File: src/rtl/uart_rx_param.sv
// Parametrised UART receiver: 2-flop input synchroniser, configurable width/stop bits,
// valid/ready holding register with framing/parity/break/overrun status. Parity: UART_RX_PARITY_EN.
module uart_rx_param #(
  parameter int DATA_BITS = 8,
  parameter int CPB_W     = 12,
  parameter int STOP_BITS = 1
) (
  input  logic                 clk,
  input  logic                 reset,
  input  logic [CPB_W-1:0]     cycles_per_bit,
  input  logic [1:0]           parity_mode,
  input  logic                 rx_line,
  output logic [DATA_BITS-1:0] rx_data,
  output logic                 rx_valid,
  input  logic                 rx_ready,
  output logic                 frame_err,
  output logic                 parity_err,
  output logic                 break_det,
  output logic                 overrun,
  output logic                 busy
);

  localparam int BCW = $clog2(DATA_BITS);

  typedef enum logic [2:0] {
    S_IDLE, S_START, S_DATA, S_PARITY, S_STOP, S_DELIVER, S_WAIT_HIGH
  } state_t;

  state_t state, state_next;

  logic                 sync1, sync2, rx_s;
  logic [CPB_W-1:0]     cpb_l, timer;
  logic [BCW-1:0]       bit_cnt;
  logic                 stop_cnt;
  logic [DATA_BITS-1:0] shift_reg;
  logic                 fe_acc, stop_all_low;
  logic                 cpb_ok, start_go, mid_hit, bit_hit, last_bit, last_stop, sample;
  logic                 load, break_calc;
  logic                 par_active, par_bit_low;

  // Synchroniser flops reset to the idle level so leaving reset never looks like a start bit.
  always_ff @(posedge clk or posedge reset) begin
    if (reset) begin
      sync1 <= 1'b1;
      sync2 <= 1'b1;
    end else begin
      // NOTE: non-blocking assignments let every flop see the pre-edge value of its source.
      sync1 <= rx_line;
      sync2 <= sync1;
    end
  end
  assign rx_s = sync2;

  assign cpb_ok    = cycles_per_bit >= CPB_W'(4);
  assign mid_hit   = timer == (cpb_l >> 1);
  assign bit_hit   = timer == cpb_l - CPB_W'(1);
  assign last_bit  = bit_cnt == BCW'(DATA_BITS - 1);
  assign last_stop = stop_cnt == 1'(STOP_BITS - 1);

  always_ff @(posedge clk or posedge reset) begin
    if (reset) state <= S_IDLE;
    else       state <= state_next;
  end

  always_comb begin
    // NOTE: default first so no path through the case leaves state_next unassigned (no latch).
    state_next = state;
    case (state)
      S_IDLE:      if (start_go) state_next = S_START;
      S_START:     if (mid_hit) state_next = rx_s ? S_IDLE : S_DATA;
      S_DATA:      if (bit_hit && last_bit) state_next = par_active ? S_PARITY : S_STOP;
      S_PARITY:    if (bit_hit) state_next = S_STOP;
      S_STOP:      if (bit_hit && last_stop) state_next = S_DELIVER;
      S_DELIVER:   state_next = fe_acc ? S_WAIT_HIGH : S_IDLE;
      S_WAIT_HIGH: if (rx_s) state_next = S_IDLE;
      default:     state_next = S_IDLE;
    endcase
  end

  always_comb begin
    busy     = state != S_IDLE;
    start_go = (state == S_IDLE) && !rx_s && cpb_ok;
    load     = (state == S_DELIVER) && (!rx_valid || rx_ready);
    case (state)
      S_START:                  sample = mid_hit;
      S_DATA, S_PARITY, S_STOP: sample = bit_hit;
      default:                  sample = 1'b0;
    endcase
  end

  // Bit timer restarts on every state change and after each sample.
  always_ff @(posedge clk or posedge reset) begin
    if (reset)                                                 timer <= '0;
    else if (state == S_IDLE || state_next != state || sample) timer <= '0;
    else                                                       timer <= timer + CPB_W'(1);
  end

  always_ff @(posedge clk or posedge reset) begin
    if (reset) begin
      cpb_l        <= '0;
      bit_cnt      <= '0;
      stop_cnt     <= 1'b0;
      shift_reg    <= '0;
      fe_acc       <= 1'b0;
      stop_all_low <= 1'b1;
    end else begin
      if (start_go) begin
        cpb_l        <= cycles_per_bit;
        bit_cnt      <= '0;
        stop_cnt     <= 1'b0;
        fe_acc       <= 1'b0;
        stop_all_low <= 1'b1;
      end
      // Shifting in at the MSB leaves the LSB-first character right-aligned after DATA_BITS samples.
      if (state == S_DATA && bit_hit) begin
        shift_reg <= {rx_s, shift_reg[DATA_BITS-1:1]};
        bit_cnt   <= bit_cnt + BCW'(1);
      end
      if (state == S_STOP && bit_hit) begin
        stop_cnt <= ~stop_cnt;
        if (!rx_s) fe_acc       <= 1'b1;
        else       stop_all_low <= 1'b0;
      end
    end
  end

`ifdef UART_RX_PARITY_EN
  logic [1:0] par_mode_l;
  logic       par_bit, par_err_calc;

  always_ff @(posedge clk or posedge reset) begin
    if (reset) begin
      par_mode_l <= 2'b00;
      par_bit    <= 1'b0;
      parity_err <= 1'b0;
    end else begin
      if (start_go)                     par_mode_l <= parity_mode;
      if (state == S_PARITY && bit_hit) par_bit    <= rx_s;
      if (load)                         parity_err <= par_err_calc;
    end
  end

  assign par_active   = (par_mode_l == 2'b01) || (par_mode_l == 2'b10);
  // Even mode wants XOR(data, parity) = 0, odd mode wants 1; par_mode_l[1] marks odd.
  assign par_err_calc = par_active && ((^shift_reg ^ par_bit) != par_mode_l[1]);
  assign par_bit_low  = !par_active || !par_bit;
`else
  logic unused_parity_mode;
  assign unused_parity_mode = ^parity_mode;
  assign par_active         = 1'b0;
  assign par_bit_low        = 1'b1;
  assign parity_err         = 1'b0;
`endif

  assign break_calc = (shift_reg == '0) && par_bit_low && stop_all_low;

  // A full holding register is freed by a same-cycle handshake, so DELIVER may reload it.
  always_ff @(posedge clk or posedge reset) begin
    if (reset) begin
      rx_data   <= '0;
      rx_valid  <= 1'b0;
      frame_err <= 1'b0;
      break_det <= 1'b0;
      overrun   <= 1'b0;
    end else begin
      overrun <= (state == S_DELIVER) && rx_valid && !rx_ready;
      if (load) begin
        rx_data   <= shift_reg;
        rx_valid  <= 1'b1;
        frame_err <= fe_acc;
        break_det <= break_calc;
      end else if (rx_valid && rx_ready) begin
        rx_valid <= 1'b0;
      end
    end
  end

endmodule

File: config.mk
export PLATFORM = sky130hd
export DESIGN_NAME = uart_rx_param
export DESIGN_NICKNAME = d
export VERILOG_FILES = /design/src/rtl/uart_rx_param.sv
export SDC_FILE = /design/constraint.sdc
export NUM_CORES = 1
export LEC_CHECK = 0
export ABC_AREA = 1
export CORE_MARGIN = 5
export CORE_UTILIZATION = 60
export CTS_BUF_LIST = sky130_fd_sc_hd__clkbuf_8
export DETAILED_ROUTE_END_ITERATION = 8
export DONT_BUFFER_PORTS = 1
export GPL_ROUTABILITY_DRIVEN = 1
export GPL_TIMING_DRIVEN = 0
export PLACE_DENSITY = 0.75
export SLEW_MARGIN = 40
export SYNTH_ARGS = -nofsm -noshare
export SYNTH_HDL_FRONTEND = slang
export SYNTH_SLANG_ARGS = --single-unit
File: constraint.sdc
create_clock -name clk -period 2.85 [get_ports clk]
set_input_delay 0.285 -clock clk [delete_from_list [all_inputs] [get_ports clk]]
set_output_delay 0.285 -clock clk [all_outputs]
set_load 0.01 [all_outputs]
==> impl_metrics.env <==
export IMPL_status="complete, no violations"
export IMPL_crit_path_frequent_cell="nand2_1"
export IMPL_row_count=26
export IMPL_drt_wl_total_mm=6.713
export IMPL_route_detailed_wl_per_inst_um=14.07
export IMPL_min_period_ns=2.427
export IMPL_cpPeakStageDelay_ns=0.45
export IMPL_drv_cap=0
export IMPL_critical_path_class="reg2reg"
export IMPL_avgSynthCellArea_um2=7.937
export IMPL_ys_seq_area_share_pct=43.91
export IMPL_timing_final_crit_share_pct=85.17
export IMPL_die_area_mm2=0.006786
export IMPL_num_antenna_cells=0
export IMPL_boundaryPins=32
export IMPL_clkTransAtPathRegs_ns=0.10
export IMPL_hpwl_mm=5.100
export IMPL_power_frac_comb_pct=2.3
export IMPL_gr_usage_all_layers_pct=22.14
export IMPL_tritoncts="yes"
export IMPL_syn_inst=396
export IMPL_cp_max_fo=10
export IMPL_netSwitchingFraction_pct=23.37
export IMPL_fmax_ghz=0.4120
export IMPL_power_density_mw_per_mm2=380.2
export IMPL_chipHeight_um=82.38
export IMPL_crit_chain="inv_2 -> ha_1 -> nand3_2 -> inv_2 -> nand2_1 -> nand2_1 -> nand2_1 -> nand2_1 -> nand2_1 -> nor2_4 -> nand3_4 -> a21oi_2 -> nand3_1 -> nand2_1 -> buf_4 -> nor3_2"
export IMPL_crit_arrival_ns=2.63
export IMPL_postCtsSetupBuffers=0
export IMPL_nFillCells=465
export IMPL_p_seq_share_pct=62.4
export IMPL_cts_htree_levels=2
export IMPL_worst_hold_path_type="in2reg"
export IMPL_syn_area_mm2=0.003143
export IMPL_start_kind="flip-flop"
export IMPL_worstPathRequired_ns=3.05
export IMPL_drv_slew=0
export IMPL_p_clk_share_pct=35.3
export IMPL_vias=2566
export IMPL_yosysWarnings=0
export IMPL_worstSetupEndpointType="flip-flop"
export IMPL_hold_violations=0
export IMPL_place_area_mm2=0.003253
export IMPL_grt_max_degree=45
export IMPL_synthArstFlopShare_pct=100.0
export IMPL_rsz0062_at_grt="no"
export IMPL_ys_seq_elements=55
export IMPL_drtPass1Iterations=4
export IMPL_setup_viol=0
export IMPL_yosysUniqueCellTypes=35
export IMPL_synth_edf_count=0
export IMPL_fin_area_mm2=0.003369
export IMPL_overflow=0
export IMPL_core_mm2=0.005107
export IMPL_routed_via_density=5.379
export IMPL_cts_buffer_depth=2
export IMPL_grt_pass1_vias=2460
export IMPL_gp_congestion=0.9074
export IMPL_drc=0
export IMPL_cts_buffers=5
export IMPL_area_delta_synth_final_pct=7.205
export IMPL_grt_pass1_wl_mm=11.44
export IMPL_io_buffers=0
export IMPL_drt_initial_drc_count=194
export IMPL_clock_sinks=55
export IMPL_antenna_found_initial=0
export IMPL_synth_net_count=418
export IMPL_ir_worst_vdd_v=0.0003575
export IMPL_p_int_uw=981.8
export IMPL_start_util_pct=61.54
export IMPL_fin_util_pct=65.97
export IMPL_most_common_layout_cells="nand2_1 (107), dfrtp_1 (52), inv_1 (44)"
export IMPL_ant_nets=0
export IMPL_final_common_cell="nand2_1"
export IMPL_setup_tns_ns=0
export IMPL_cts_root_buf="clkbuf_8"
export IMPL_clk_latency_ns=0.32
export IMPL_synthFlopType="dfrtp_1"
export IMPL_worst_path_max_delay_cell="dfrtp_1"
export IMPL_die_w_um=82.38
export IMPL_fin_nets=428
export IMPL_power_leakage_nw=1.512
export IMPL_finalClockSkew_ns=0.01147
export IMPL_netSwitchingPower_uw=299.3
export IMPL_top_regs="cpb_l: 12 flops, timer: 12 flops"
export IMPL_drive_gt1_share_pct=15.23
-- synth_stat cells, drive strengths merged, types with 2 or more instances --
library cell | instances | area (um2)
nor2 | 39 | 211.5
clkbuf | 7 | 26.28
dfrtp | 52 | 1301
nand3b | 3 | 22.52
a21oi | 5 | 28.78
o22ai | 4 | 25.02
nor3 | 18 | 140.1
dfstp | 3 | 78.83
xor2 | 13 | 113.9
o21ai | 33 | 176.4
nand3 | 28 | 167.7
nand4 | 6 | 37.54
nand2 | 116 | 468.0
ha | 4 | 50.05
nor4 | 2 | 12.51
inv | 52 | 195.2
buf | 3 | 26.27
xnor2 | 2 | 17.52
-- cells by family (layout without fill, tap and decap cells) --
family | count (synthesis) | in the layout | share of synthesized area (%)
AND/OR/NAND/NOR | 213 | 213 | 33.92
other | 1 | 1 | 0.1193
flip-flops | 55 | 55 | 43.91
AO/OA/AOI/OAI | 46 | 46 | 8.400
XOR/XNOR | 15 | 15 | 4.180
adder cells (fa/ha/maj) | 4 | 4 | 1.592
buffers and inverters | 62 | 73 | 7.882
-- worst paths after layout --
path	start	endpoint	slack [ns]	cells after the start
setup / recovery	cpb_l[0]$_DFFE_PP0P_	timer[2]$_DFF_PP0_	0.42	16
hold reg to reg	sync1$_DFF_PP1_	rx_s$_DFF_PP1_	0.36	0
max in group asynchronous	reset	sync1$_DFF_PP1_	1.98	3
min in group asynchronous	reset	timer[4]$_DFF_PP0_	0.36	2
setup reg to reg	cpb_l[0]$_DFFE_PP0P_	timer[2]$_DFF_PP0_	0.42	16
hold / removal	cycles_per_bit[8]	cpb_l[8]$_DFFE_PP0P_	0.09	2
-- timing repair --
action / CTS / global route
gates resized for setup: 0 / 0
endpoints found under the setup margin: 0 / 0
hold buffers: 2 / 0
endpoints found under the hold margin: 12 / 0
-- power by group through the flow --
| stage | clock network, mW | registers [mW] | logic (mW) |
|---|---|---|---|
| 2_1_floorplan | 0 | 0.813 | 0.0194 |
| 3_3_place_gp | 0 | 0.814 | 0.0247 |
| 3_5_place_dp | 0 | 0.815 | 0.0289 |
| 4_1_cts | 0.467 | 0.800 | 0.0313 |
| 5_1_grt | 0.493 | 0.801 | 0.0360 |
| 6_report | 0.452 | 0.799 | 0.0299 |
-- layout make-up --
cell class / instances / area, um2 / share of cell area [%]
clock buffer: 5 / 68.82 / 2.042
inverter: 52 / 197.7 / 5.867
buffer: 10 / 52.55 / 1.560
timing repair buffer: 3 / 40.04 / 1.188
multi-input combinational: 279 / 1515 / 44.97
sequential: 55 / 1380 / 40.96
tap: 70 / 87.58 / 2.599
clock inverter: 3 / 27.53 / 0.8169
-- metrics by stage --
| stage | std cells | hold slack, ns | worst slack [ns] | power [mW] |
|---|---|---|---|---|
| after floorplan | 396 | 0.2895 | 0.7410 | 0.8322 |
| after global placement | 466 | 0.2896 | 0.5164 | 0.8391 |
| after detailed placement | 467 | 0.08219 | 0.4846 | 0.8436 |
| after CTS | 477 | 0.08310 | 0.4200 | 1.297 |
| after global routing | 477 | 0.07441 | 0.1747 | 1.330 |
| final | 477 | 0.09074 | 0.4226 | 1.281 |
-- critical path, delay by kind of cell (launching register included) --
family,cells,cell delay (ns)
DFF,1,0.45
adders and majority gates,1,0.26
AOI/OAI and AO/OA,1,0.20
buffers and inverters,3,0.44
and+or+nand+nor,11,0.95
-- layer usage --
layer	track usage, %	part of all wire (%)	vias up	wire [um]
li1	-	-	1280	-
met1	33.22	48	1192	3214
met2	33.17	43	89	2884
met3	4.013	8.3	5	559
met4	5.150	0.82	0	55
met5	0	0	-	0
Power figures use the tool's default switching activity.
